File: src/rtl/hazard_info_pipe_pkg.sv
// hazard_info_pipe_pkg: shared constants and types for the hazard bookkeeping pipe.
//   - MIPS opcode/funct encodings recognised by the hazard decoder
//   - register-number and Tnew widths, per-stage hazard record and its bubble value
//   - saturating Tnew countdown helper
// Optional feature macro: LOAD_EXT_EN (byte/half loads and stores, see hazard_decode).
package hazard_info_pipe_pkg;

    localparam int unsigned REG_W  = 5;
    localparam int unsigned TNEW_W = 2;

    // Primary opcodes (instr[31:26])
    localparam logic [5:0] OP_RTYPE = 6'h00;
    localparam logic [5:0] OP_J     = 6'h02;
    localparam logic [5:0] OP_JAL   = 6'h03;
    localparam logic [5:0] OP_BEQ   = 6'h04;
    localparam logic [5:0] OP_ORI   = 6'h0d;
    localparam logic [5:0] OP_LUI   = 6'h0f;
    localparam logic [5:0] OP_LW    = 6'h23;
    localparam logic [5:0] OP_SW    = 6'h2b;

    // Byte/half memory opcodes, only decoded when LOAD_EXT_EN is defined
    localparam logic [5:0] OP_LB    = 6'h20;
    localparam logic [5:0] OP_LH    = 6'h21;
    localparam logic [5:0] OP_LBU   = 6'h24;
    localparam logic [5:0] OP_LHU   = 6'h25;
    localparam logic [5:0] OP_SB    = 6'h28;
    localparam logic [5:0] OP_SH    = 6'h29;

    // R-type function codes (instr[5:0])
    localparam logic [5:0] FUNCT_JR   = 6'h08;
    localparam logic [5:0] FUNCT_ADDU = 6'h21;
    localparam logic [5:0] FUNCT_SUBU = 6'h23;

    // Which instruction field names the destination register
    typedef enum logic [1:0] {
        DstNone,
        DstRd,
        DstRt,
        DstRa
    } dst_sel_e;

    // Hazard record carried per stage
    typedef struct packed {
        logic [REG_W-1:0]  a1;
        logic [REG_W-1:0]  a2;
        logic [REG_W-1:0]  a3;
        logic              reg_wr;
        logic [TNEW_W-1:0] tnew;
    } hz_info_t;

    localparam hz_info_t HZ_BUBBLE = '0;

    // One stage of Tnew countdown; saturates at zero
    function automatic logic [TNEW_W-1:0] tnew_step(input logic [TNEW_W-1:0] tnew);
        return (tnew == '0) ? '0 : tnew - TNEW_W'(1);
    endfunction

endpackage

File: src/rtl/hazard_info_pipe_if.sv
// hazard_info_pipe_if: bundle between the D stage / hazard unit and hazard_info_pipe.
//   master side drives: instr_D, pc_D, stall, flush_E
//   slave side (the pipe) drives: instr_E/M/W, pc8_E/M/W, A1_E, A2_E, A2_M,
//     A3_E/M/W, RegWr_E/M/W, Tnew_E/M
// Parameter WIDTH: datapath/instruction width (the decoder uses instr[31:0]).
interface hazard_info_pipe_if #(
    parameter int unsigned WIDTH = 32
);
    // D-stage inputs
    logic [WIDTH-1:0] instr_D;
    logic [WIDTH-1:0] pc_D;
    logic             stall;
    logic             flush_E;

    // Staged instruction words and link values
    logic [WIDTH-1:0] instr_E;
    logic [WIDTH-1:0] instr_M;
    logic [WIDTH-1:0] instr_W;
    logic [WIDTH-1:0] pc8_E;
    logic [WIDTH-1:0] pc8_M;
    logic [WIDTH-1:0] pc8_W;

    // Hazard bookkeeping
    logic [4:0] A1_E;
    logic [4:0] A2_E;
    logic [4:0] A2_M;
    logic [4:0] A3_E;
    logic [4:0] A3_M;
    logic [4:0] A3_W;
    logic       RegWr_E;
    logic       RegWr_M;
    logic       RegWr_W;
    logic [1:0] Tnew_E;
    logic [1:0] Tnew_M;

    modport master (
        output instr_D, pc_D, stall, flush_E,
        input  instr_E, instr_M, instr_W, pc8_E, pc8_M, pc8_W,
        input  A1_E, A2_E, A2_M, A3_E, A3_M, A3_W,
        input  RegWr_E, RegWr_M, RegWr_W, Tnew_E, Tnew_M
    );

    modport slave (
        input  instr_D, pc_D, stall, flush_E,
        output instr_E, instr_M, instr_W, pc8_E, pc8_M, pc8_W,
        output A1_E, A2_E, A2_M, A3_E, A3_M, A3_W,
        output RegWr_E, RegWr_M, RegWr_W, Tnew_E, Tnew_M
    );

endinterface

File: src/rtl/hazard_info_pipe_decode.sv
// hazard_decode: combinational instruction -> {A3, RegWr, Tnew} decoder.
//   instr  in  32  instruction word
//   a3     out 5   destination register (0 when the instruction writes nothing)
//   reg_wr out 1   register-write enable (never set when a3 is 0)
//   tnew   out 2   cycles from E entry until the result exists in the pipe
// Macro LOAD_EXT_EN: when defined, lb/lbu/lh/lhu decode as loads and sb/sh as
// no-write; when undefined those opcodes fall into the unknown (no-write) class.
module hazard_decode
    import hazard_info_pipe_pkg::*;
#(
    parameter int unsigned RA_REG    = 31,
    parameter int unsigned TNEW_LOAD = 2,
    parameter int unsigned TNEW_ALU  = 1
) (
    input  logic [31:0]       instr,
    output logic [REG_W-1:0]  a3,
    output logic              reg_wr,
    output logic [TNEW_W-1:0] tnew
);

    localparam logic [REG_W-1:0]  RaReg    = RA_REG[REG_W-1:0];
    localparam logic [TNEW_W-1:0] TnewLoad = TNEW_LOAD[TNEW_W-1:0];
    localparam logic [TNEW_W-1:0] TnewAlu  = TNEW_ALU[TNEW_W-1:0];

    logic [5:0]       op;
    logic [5:0]       funct;
    logic [REG_W-1:0] rt;
    logic [REG_W-1:0] rd;
    dst_sel_e         dst_sel;
    logic             unused_fields;

    assign op    = instr[31:26];
    assign rt    = instr[20:16];
    assign rd    = instr[15:11];
    assign funct = instr[5:0];

    // rs and shamt play no part in the destination decode
    assign unused_fields = ^{instr[25:21], instr[10:6]};

    always_comb begin
        dst_sel = DstNone;
        tnew    = '0;
        case (op)
            OP_RTYPE: begin
                if (funct == FUNCT_ADDU || funct == FUNCT_SUBU) begin
                    dst_sel = DstRd;
                    tnew    = TnewAlu;
                end
                // jr and unknown functs write nothing
            end
            OP_ORI, OP_LUI: begin
                dst_sel = DstRt;
                tnew    = TnewAlu;
            end
            OP_LW: begin
                dst_sel = DstRt;
                tnew    = TnewLoad;
            end
`ifdef LOAD_EXT_EN
            OP_LB, OP_LBU, OP_LH, OP_LHU: begin
                dst_sel = DstRt;
                tnew    = TnewLoad;
            end
            OP_SB, OP_SH: begin
                dst_sel = DstNone;
            end
`endif
            OP_JAL: begin
                // link value is pc+8, already known at E entry
                dst_sel = DstRa;
            end
            default: begin
                // sw, beq, j and unknown opcodes
                dst_sel = DstNone;
            end
        endcase
    end

    always_comb begin
        a3 = '0;
        unique case (dst_sel)
            DstRd:   a3 = rd;
            DstRt:   a3 = rt;
            DstRa:   a3 = RaReg;
            default: a3 = '0;
        endcase
    end

    // Writes to $0 are discarded, so they never create a hazard
    assign reg_wr = (dst_sel != DstNone) && (a3 != '0);

endmodule

File: src/rtl/hazard_info_pipe.sv
// hazard_info_pipe: per-instruction hazard bookkeeping from D/E through E/M and M/W.
//   clk    in  system clock
//   reset  in  asynchronous, active-high reset; clears every stage to a bubble
//   bus    hazard_info_pipe_if.slave
//          in : instr_D, pc_D, stall, flush_E
//          out: instr/pc8 per stage, A1_E, A2_E, A2_M, A3/RegWr per stage, Tnew_E/M
// The D->E register loads a bubble on stall or flush_E; E/M and M/W always advance.
// Macro LOAD_EXT_EN is passed through to hazard_decode (byte/half loads).
module hazard_info_pipe
    import hazard_info_pipe_pkg::*;
#(
    parameter int unsigned WIDTH     = 32,
    parameter int unsigned RA_REG    = 31,
    parameter int unsigned TNEW_LOAD = 2,
    parameter int unsigned TNEW_ALU  = 1
) (
    input logic               clk,
    input logic               reset,
    hazard_info_pipe_if.slave bus
);

    logic [REG_W-1:0]  dec_a3;
    logic              dec_reg_wr;
    logic [TNEW_W-1:0] dec_tnew;

    hazard_decode #(
        .RA_REG   (RA_REG),
        .TNEW_LOAD(TNEW_LOAD),
        .TNEW_ALU (TNEW_ALU)
    ) u_decode (
        .instr (bus.instr_D[31:0]),
        .a3    (dec_a3),
        .reg_wr(dec_reg_wr),
        .tnew  (dec_tnew)
    );

    hz_info_t         info_e_d, info_e_q;
    hz_info_t         info_m_d, info_m_q;
    hz_info_t         info_w_q;
    logic [WIDTH-1:0] instr_e_d, instr_e_q, instr_m_q, instr_w_q;
    logic [WIDTH-1:0] pc8_e_d, pc8_e_q, pc8_m_q, pc8_w_q;
    logic             bubble_e;

    assign bubble_e = bus.stall || bus.flush_E;

    // D->E capture: decoded record, or an all-zero bubble
    always_comb begin
        info_e_d  = HZ_BUBBLE;
        instr_e_d = '0;
        pc8_e_d   = '0;
        if (!bubble_e) begin
            info_e_d.a1     = bus.instr_D[25:21];
            info_e_d.a2     = bus.instr_D[20:16];
            info_e_d.a3     = dec_a3;
            info_e_d.reg_wr = dec_reg_wr;
            info_e_d.tnew   = dec_tnew;
            instr_e_d       = bus.instr_D;
            pc8_e_d         = bus.pc_D + WIDTH'(8);
        end
    end

    // E->M: everything shifts, Tnew counts down by one stage
    always_comb begin
        info_m_d      = info_e_q;
        info_m_d.tnew = tnew_step(info_e_q.tnew);
    end

    always_ff @(posedge clk or posedge reset) begin
        if (reset) begin
            info_e_q  <= HZ_BUBBLE;
            info_m_q  <= HZ_BUBBLE;
            info_w_q  <= HZ_BUBBLE;
            instr_e_q <= '0;
            instr_m_q <= '0;
            instr_w_q <= '0;
            pc8_e_q   <= '0;
            pc8_m_q   <= '0;
            pc8_w_q   <= '0;
        end else begin
            info_e_q  <= info_e_d;
            info_m_q  <= info_m_d;
            info_w_q  <= info_m_q;
            instr_e_q <= instr_e_d;
            instr_m_q <= instr_e_q;
            instr_w_q <= instr_m_q;
            pc8_e_q   <= pc8_e_d;
            pc8_m_q   <= pc8_e_q;
            pc8_w_q   <= pc8_m_q;
        end
    end

    // Only the fields consumed downstream are exported from M and W
    logic unused_stage_bits;
    assign unused_stage_bits = ^{info_m_q.a1, info_w_q.a1, info_w_q.a2, info_w_q.tnew};

    assign bus.instr_E = instr_e_q;
    assign bus.instr_M = instr_m_q;
    assign bus.instr_W = instr_w_q;
    assign bus.pc8_E   = pc8_e_q;
    assign bus.pc8_M   = pc8_m_q;
    assign bus.pc8_W   = pc8_w_q;
    assign bus.A1_E    = info_e_q.a1;
    assign bus.A2_E    = info_e_q.a2;
    assign bus.A2_M    = info_m_q.a2;
    assign bus.A3_E    = info_e_q.a3;
    assign bus.A3_M    = info_m_q.a3;
    assign bus.A3_W    = info_w_q.a3;
    assign bus.RegWr_E = info_e_q.reg_wr;
    assign bus.RegWr_M = info_m_q.reg_wr;
    assign bus.RegWr_W = info_w_q.reg_wr;
    assign bus.Tnew_E  = info_e_q.tnew;
    assign bus.Tnew_M  = info_m_q.tnew;

endmodule

File: src/flat_wrapper.sv
// flat-port wrapper written by rule: the top's interface ports become plain ports
module hazard_info_pipe_flat import hazard_info_pipe_pkg::*;
#(
    parameter int unsigned WIDTH     = 32,
    parameter int unsigned RA_REG    = 31,
    parameter int unsigned TNEW_LOAD = 2,
    parameter int unsigned TNEW_ALU  = 1
)
  (clk, reset, bus_instr_D, bus_pc_D, bus_stall, bus_flush_E, bus_instr_E, bus_instr_M, bus_instr_W, bus_pc8_E, bus_pc8_M, bus_pc8_W, bus_A1_E, bus_A2_E, bus_A2_M, bus_A3_E, bus_A3_M, bus_A3_W, bus_RegWr_E, bus_RegWr_M, bus_RegWr_W, bus_Tnew_E, bus_Tnew_M);
  hazard_info_pipe_if #(.WIDTH(WIDTH)) bus_i ();
  input logic clk;
  input logic reset;
  input wire logic [$bits(bus_i.instr_D)-1:0] bus_instr_D;
  input wire logic [$bits(bus_i.pc_D)-1:0] bus_pc_D;
  input wire logic [$bits(bus_i.stall)-1:0] bus_stall;
  input wire logic [$bits(bus_i.flush_E)-1:0] bus_flush_E;
  output wire logic [$bits(bus_i.instr_E)-1:0] bus_instr_E;
  output wire logic [$bits(bus_i.instr_M)-1:0] bus_instr_M;
  output wire logic [$bits(bus_i.instr_W)-1:0] bus_instr_W;
  output wire logic [$bits(bus_i.pc8_E)-1:0] bus_pc8_E;
  output wire logic [$bits(bus_i.pc8_M)-1:0] bus_pc8_M;
  output wire logic [$bits(bus_i.pc8_W)-1:0] bus_pc8_W;
  output wire logic [$bits(bus_i.A1_E)-1:0] bus_A1_E;
  output wire logic [$bits(bus_i.A2_E)-1:0] bus_A2_E;
  output wire logic [$bits(bus_i.A2_M)-1:0] bus_A2_M;
  output wire logic [$bits(bus_i.A3_E)-1:0] bus_A3_E;
  output wire logic [$bits(bus_i.A3_M)-1:0] bus_A3_M;
  output wire logic [$bits(bus_i.A3_W)-1:0] bus_A3_W;
  output wire logic [$bits(bus_i.RegWr_E)-1:0] bus_RegWr_E;
  output wire logic [$bits(bus_i.RegWr_M)-1:0] bus_RegWr_M;
  output wire logic [$bits(bus_i.RegWr_W)-1:0] bus_RegWr_W;
  output wire logic [$bits(bus_i.Tnew_E)-1:0] bus_Tnew_E;
  output wire logic [$bits(bus_i.Tnew_M)-1:0] bus_Tnew_M;
  assign bus_i.instr_D = bus_instr_D;
  assign bus_i.pc_D = bus_pc_D;
  assign bus_i.stall = bus_stall;
  assign bus_i.flush_E = bus_flush_E;
  assign bus_instr_E = bus_i.instr_E;
  assign bus_instr_M = bus_i.instr_M;
  assign bus_instr_W = bus_i.instr_W;
  assign bus_pc8_E = bus_i.pc8_E;
  assign bus_pc8_M = bus_i.pc8_M;
  assign bus_pc8_W = bus_i.pc8_W;
  assign bus_A1_E = bus_i.A1_E;
  assign bus_A2_E = bus_i.A2_E;
  assign bus_A2_M = bus_i.A2_M;
  assign bus_A3_E = bus_i.A3_E;
  assign bus_A3_M = bus_i.A3_M;
  assign bus_A3_W = bus_i.A3_W;
  assign bus_RegWr_E = bus_i.RegWr_E;
  assign bus_RegWr_M = bus_i.RegWr_M;
  assign bus_RegWr_W = bus_i.RegWr_W;
  assign bus_Tnew_E = bus_i.Tnew_E;
  assign bus_Tnew_M = bus_i.Tnew_M;
  hazard_info_pipe #(.WIDTH(WIDTH), .RA_REG(RA_REG), .TNEW_LOAD(TNEW_LOAD), .TNEW_ALU(TNEW_ALU)) u_core (.clk(clk), .reset(reset), .bus(bus_i));
endmodule
File: config.mk
export PLATFORM = sky130hd
export DESIGN_NAME = hazard_info_pipe_flat
export DESIGN_NICKNAME = d
export VERILOG_FILES = /design/src/rtl/hazard_info_pipe_pkg.sv /design/src/rtl/hazard_info_pipe_if.sv /design/src/rtl/hazard_info_pipe_decode.sv /design/src/rtl/hazard_info_pipe.sv /design/src/flat_wrapper.sv
export SDC_FILE = /design/constraint.sdc
export NUM_CORES = 1
export LEC_CHECK = 0
export CAP_MARGIN = 15
export CELL_PAD_IN_SITES_DETAIL_PLACEMENT = 2
export CELL_PAD_IN_SITES_GLOBAL_PLACEMENT = 2
export CORE_ASPECT_RATIO = 0.5
export CORE_MARGIN = 2
export CORE_UTILIZATION = 28
export CTS_BUF_LIST = sky130_fd_sc_hd__clkbuf_4
export CTS_CLUSTER_DIAMETER = 40
export DETAILED_ROUTE_END_ITERATION = 10
export PLACE_DENSITY = 0.78
export RECOVER_POWER = 50
export SETUP_SLACK_MARGIN = 0.02
export SLEW_MARGIN = 10
export SYNTH_ARGS = -nofsm -noshare
export SYNTH_HDL_FRONTEND = slang
export SYNTH_HIERARCHICAL = 1
export SYNTH_SLANG_ARGS = --single-unit
File: constraint.sdc
create_clock -name clk -period 7.35 [get_ports clk]
set_input_delay 0.735 -clock clk [delete_from_list [all_inputs] [get_ports clk]]
set_output_delay 0.735 -clock clk [all_outputs]
set_load 0.1 [all_outputs]
---- Word-level counts from Yosys, hierarchy flattened ----
Index checks and enable logic that the tools add are counted.
word-level totals
  bits in registers ....................... 229
  bits of input ports ..................... 68
  output and inout port bits .............. 229
  word-level logic and storage cells ...... 45
cells by class
  $add $sub $neg .......................... 2
  equality and inequality tests ........... 9
  muxes and demuxes ....................... 8
  reduce and logical (&&, ||, !) cells .... 9
operator list
  kind                                               number
  2-to-1 mux 32 bit                                  2
  adder 32 x 4 -> 32 bit (second input constant)     1
  == test 6 bit (second input constant)              3
  2-to-1 mux 18 bit                                  1
  one-hot mux 5 bit (3 select lines)                 1
  == test 6 x 4 -> 1 bit (second input constant)     2
  one-hot mux 2 bit (3 select lines)                 2
  == test 6 x 2 -> 1 bit (second input constant)     1
  zero test 6 bit                                    1
  nonzero test 5 bit                                 1
  == test 2 bit (second input constant)              2
  OR reduction 3 bit                                 1
  == test 2 x 1 -> 1 bit (second input constant)     1
  zero test 2 bit                                    1
  logical OR 1 bit                                   2
  2-to-1 mux 2 bit                                   1
  nonzero test 2 bit                                 1
  OR reduction 2 bit                                 1
  subtractor 2 x 1 -> 2 bit (second input constant)  1
  logical AND 1 bit                                  1
  2-to-1 mux 1 bit                                   1

---- Logic depth before layout (Yosys ltp) ----
  word-level depth ........................ 9
  gate-level depth with buffers ........... 6
  mapped depth without buffers ............ 5

---- Cells and area by module ----
Netlist, hierarchy kept.
by module, submodules not included
  module            times used  cells each  area an instance (um^2)  seq. area each (um^2)
  hazard_info_pipe  1           424         6,653.9                  5,355.1
  hazard_decode     1           41          279.0                    0.0

---- Least setup slack after synthesis ----
No wires, ideal clock.
  path kind ............................... input port to flip-flop
  start point ............................. input port bus_pc_D[11]
  end point ............................... register u_core.pc8_e_q[31], in the netlist u_core/bus.pc8_E[31]
  setup time .............................. 0.079 ns
  data arrival time ....................... 2.193 ns
  required time ........................... 7.271 ns
  slack ................................... 5.077 ns
  stages .................................. 6
  path buffers ............................ 2
  cells stage by stage .................... nand4_2 -> or4_1 -> buf_2 -> buf_2 -> nor4_2 -> mux2i_1
between the ends
  cells in the longest elaborated chain, start to end .. 2
ends and longest elaborated chain
  element                 RTL line                source
  start, declared         flat_wrapper.sv:14      input wire logic [$bits(bus_i.pc_D)-1:0] bus_pc_D;
  adder 32 x 4 -> 32 bit  hazard_info_pipe.sv:58  pc8_e_d = bus.pc_D + WIDTH'(8);
  2-to-1 mux 32 bit       hazard_info_pipe.sv:51  if (!bubble_e) begin
  via u_core.pc8_e_d[31]  hazard_info_pipe.sv:41  logic [WIDTH-1:0] pc8_e_d, pc8_e_q, pc8_m_q, pc8_w_q;
  end signal, assigned    hazard_info_pipe.sv:86  pc8_e_q <= pc8_e_d;
  end, declared           hazard_info_pipe.sv:41
The timed path passes the listed nets, and every way through them passes these cells.

---- Final worst setup path ----
  start point ............................. input port bus_stall
  end point ............................... register u_core.pc8_e_q[22], in the netlist u_core/bus.pc8_E[22]
between the ends
  cells in the longest elaborated chain, start to end .. 2
ends and longest elaborated chain
  element                 RTL line                source
  start, declared         flat_wrapper.sv:15      input wire logic [$bits(bus_i.stall)-1:0] bus_stall;
  logical OR 1 bit        hazard_info_pipe.sv:44  assign bubble_e = bus.stall || bus.flush_E;
  2-to-1 mux 32 bit       hazard_info_pipe.sv:51
  via u_core.pc8_e_d[22]  hazard_info_pipe.sv:41
The timed path passes the listed nets, and every way through them passes these cells.

==> results.ini <==
[worst_setup_path]
crit_slowest_cell = nor2_1
startpoint_type = input pin
crit_family = simple AND/OR/NAND/NOR gates
cp-end-kind = flip-flop
critical_path_buf_inv_count = 1
max_stage_delay_ns = 2.14
crit_required_ns = 7.94
crit_chain = dlygate4sd3_1 -> nor2_1 -> nand2_1 -> a31oi_1 -> a41o_1
crit_arrival_ns = 4.10
worstPathMaxFanout = 47
critical_path_class = in -> reg

[drt]
wirelength_mm = 23.1
drt_iter0_drc = 144
wl_per_cell_um = 20.1
drtPass1Iterations = 4
viasPerCell = 4.23
dr_total_vias = 4863
drc = 0
ant_nets = 0

[yosys]
ys_async_sr_fraction_pct = 100
synth_area_mm2 = 0.00693
synth-main-ff-cell = dfrtp_1
seq_area_frac_synth_pct = 77.2
syn_nets = 534
ys_seq_elements = 214
syn_inst = 465
synth_edf_count = 0
synth.lib_cells_used.distinct = 45
ys_warn_count = 6
syn_area_per_cell_um2 = 14.9

[final_layout]
n_fill_cell = 2405
finalNetCount = 841
drive_above_1_share_pct = 11.6
area_growth_pct = 54.2

[clock_tree]
numCtsBuffers = 51
htree_levels = 2
clk_path_buf_depth = 3
cts-root-buf = clkbuf_4
cts_tree = yes
post_cts_buffers = 0
clock_latency_ns = 0.66
cts_sinks = 214
cts_hold_buf = 0
path_clk_slew_ns = 0.07
cts_resized = 0

[global_routing]
grt_pass1_wl_mm = 34.2
antenna_found_initial = 3
gr-total-overflow = 0
first_global_vias = 5580
grt_use_total_pct = 17.6
grt_max_degree = 138

[placed_design]
place.gp.congestion = 0.765
io_buffers = 296
dpl.hpwl_mm = 16.8

[run]
maxCapViolations = 2

[power]
power_mw = 2.75
ir_worst_vdd_mv = 0.0810
p_leak_nw = 4.71
p_per_area_mw_per_mm2 = 257

[floorplanning]
rows = 40
start_util_pct = 28.7
die_x_um = 227
die_y_um = 115
pin_count = 297
core_area_mm2 = 0.0242
dieArea_mm2 = 0.0261

[sta]
finalCritPeriodShare_pct = 47.7
setup_viol = 0
slew_viol_final = 76
worst_pin_slew_ns = 2.91
clock_skew_ns = 0.0135
hold_viol = 0
fin_crit_ns = 3.51
setup_tns_ns = 0
slew_headroom_pct = -94.9
fmax_mhz = 285
rsz0062_at_grt = false

[run_status]
violations = capacitance limit, slew limit
outcome = finished with violations

[worst_hold_path]
worstHoldPathType = reg -> reg

==> Yosys cell counts (4+ instances only) <==
| cell | count | area, um^2 |
|---|---|---|
| and2_1 | 47 | 294 |
| xnor2_1 | 4 | 35.0 |
| nand4_1 | 9 | 56.3 |
| or3_1 | 5 | 31.3 |
| nand2_1 | 20 | 75.1 |
| nor2_1 | 25 | 93.8 |
| o31ai_1 | 9 | 67.6 |
| a21oi_1 | 14 | 70.1 |
| dfrtp_1 | 214 | 5360 |
| and3_1 | 4 | 25.0 |
| clkbuf_1 | 10 | 37.5 |
| or4_1 | 12 | 90.1 |
| xor2_1 | 7 | 61.3 |
| o21ai_0 | 4 | 20.0 |
| a21oi_2 | 6 | 52.6 |
| nand3_1 | 9 | 45.0 |
| buf_4 | 30 | 225 |
==> metrics by stage <==
stage	worst slack (ns)	std cells	util (%)	cell area (um^2)	hold slack, ns
floorplan	0.764	465	-	6930	0.355
global placement	3.92	1055	41.6	10100	0.355
finish	3.84	1151	44.2	10700	0.363
CTS	4.28	1148	44.2	10700	0.366
detailed placement	3.86	1055	41.6	10100	0.361
global route	3.46	1151	44.2	10700	0.378
==> kinds of logic (layout without fill, tap and decap cells) <==
| family | count (synthesis) | in the layout | synth area share [%] |
|---|---|---|---|
| AND/OR/NAND/NOR | 149 | 149 | 12.5 |
| AO/OA/AOI/OAI | 44 | 44 | 4.46 |
| other | 0 | 3 | 0 |
| XOR/XNOR | 11 | 11 | 1.39 |
| adder cells (fa/ha/maj) | 1 | 1 | 0.180 |
| multiplexers | 1 | 1 | 0.144 |
| buffers and inverters | 45 | 392 | 4.10 |
| flip-flops | 214 | 214 | 77.2 |
==> cell type report <==
| type | instances | area (um^2) | area share (%) |
|---|---|---|---|
| Antenna cell | 3 | 7.51 | 0.0702 |
| Clock buffer | 74 | 556 | 5.20 |
| Clock inverter | 19 | 75.1 | 0.702 |
| Inverter | 2 | 15.0 | 0.140 |
| Multi-Input combinational cell | 206 | 1290 | 12.1 |
| Sequential cell | 214 | 5360 | 50.1 |
| Tap cell | 336 | 420 | 3.93 |
| Timing Repair Buffer | 297 | 2970 | 27.8 |
==> power by group <==
group	internal (mW)	switching, mW	total, mW
logic	0.120	0.433	0.553
registers	1.22	0.0216	1.24
clock network	0.464	0.491	0.955
total	1.80	0.946	2.75
==> cells in the final DEF (no fill, tap or decap), types with 3 or more instances in the layout <==
cell,count
clkdlybuf4s50_1,294
dfrtp_1,214
clkbuf_4,74
and2_0,39
nor2_1,25
nand2_1,20
clkinv_1,16
a21oi_1,14
or4_1,12
nand3_1,9
nand4_1,9
o31ai_1,9
and2_1,8
xor2_1,7
a21oi_2,6
or3_1,5
and3_1,4
o21ai_0,4
xnor2_1,4
diode_2,3
clkinv_2,3
==> state kept, by name (all words and copies together), names as in the netlist <==
signal              count
u_core/bus.instr_E     32
u_core/bus.instr_M     32
u_core/bus.instr_W     32
u_core/bus.pc8_E       32
u_core/bus.pc8_M       32
u_core/bus.pc8_W       32
u_core/bus.A3_E         5
u_core/bus.A3_M         5
u_core/bus.A3_W         5
u_core/bus.Tnew_E       2
u_core/bus.Tnew_M       2
u_core/bus.RegWr_E      1
u_core/bus.RegWr_M      1
u_core/bus.RegWr_W      1
==> final timing paths <==
kind                                       startpoint                      to  slack [ns]  cells after the start
worst max-delay path                        bus_stall    u_core/bus.pc8_E[22]        3.84                      5
worst min-delay path            u_core/bus.instr_M[0]   u_core/bus.instr_W[0]        0.36                      0
worst max register to register   u_core/bus.Tnew_E[0]    u_core/bus.Tnew_M[1]        6.66                      1
worst min register to register  u_core/bus.instr_M[0]   u_core/bus.instr_W[0]        0.36                      0
max in group asynchronous                       reset    u_core/bus.pc8_M[30]        5.00                      3
min in group asynchronous                       reset  u_core/bus.instr_W[19]        0.80                      2
==> per-layer routing <==
| layer | wire length [um] | share of wire (%) | global-route usage (%) |
|---|---|---|---|
| met3 | 894 | 3.9 | 3.71 |
| met1 | 8810 | 38 | 19.8 |
| met4 | 758 | 3.3 | 7.81 |
| met2 | 12700 | 55 | 32.6 |
| met5 | 0 | 0 | 0 |
Power figures use the tool's default switching activity.
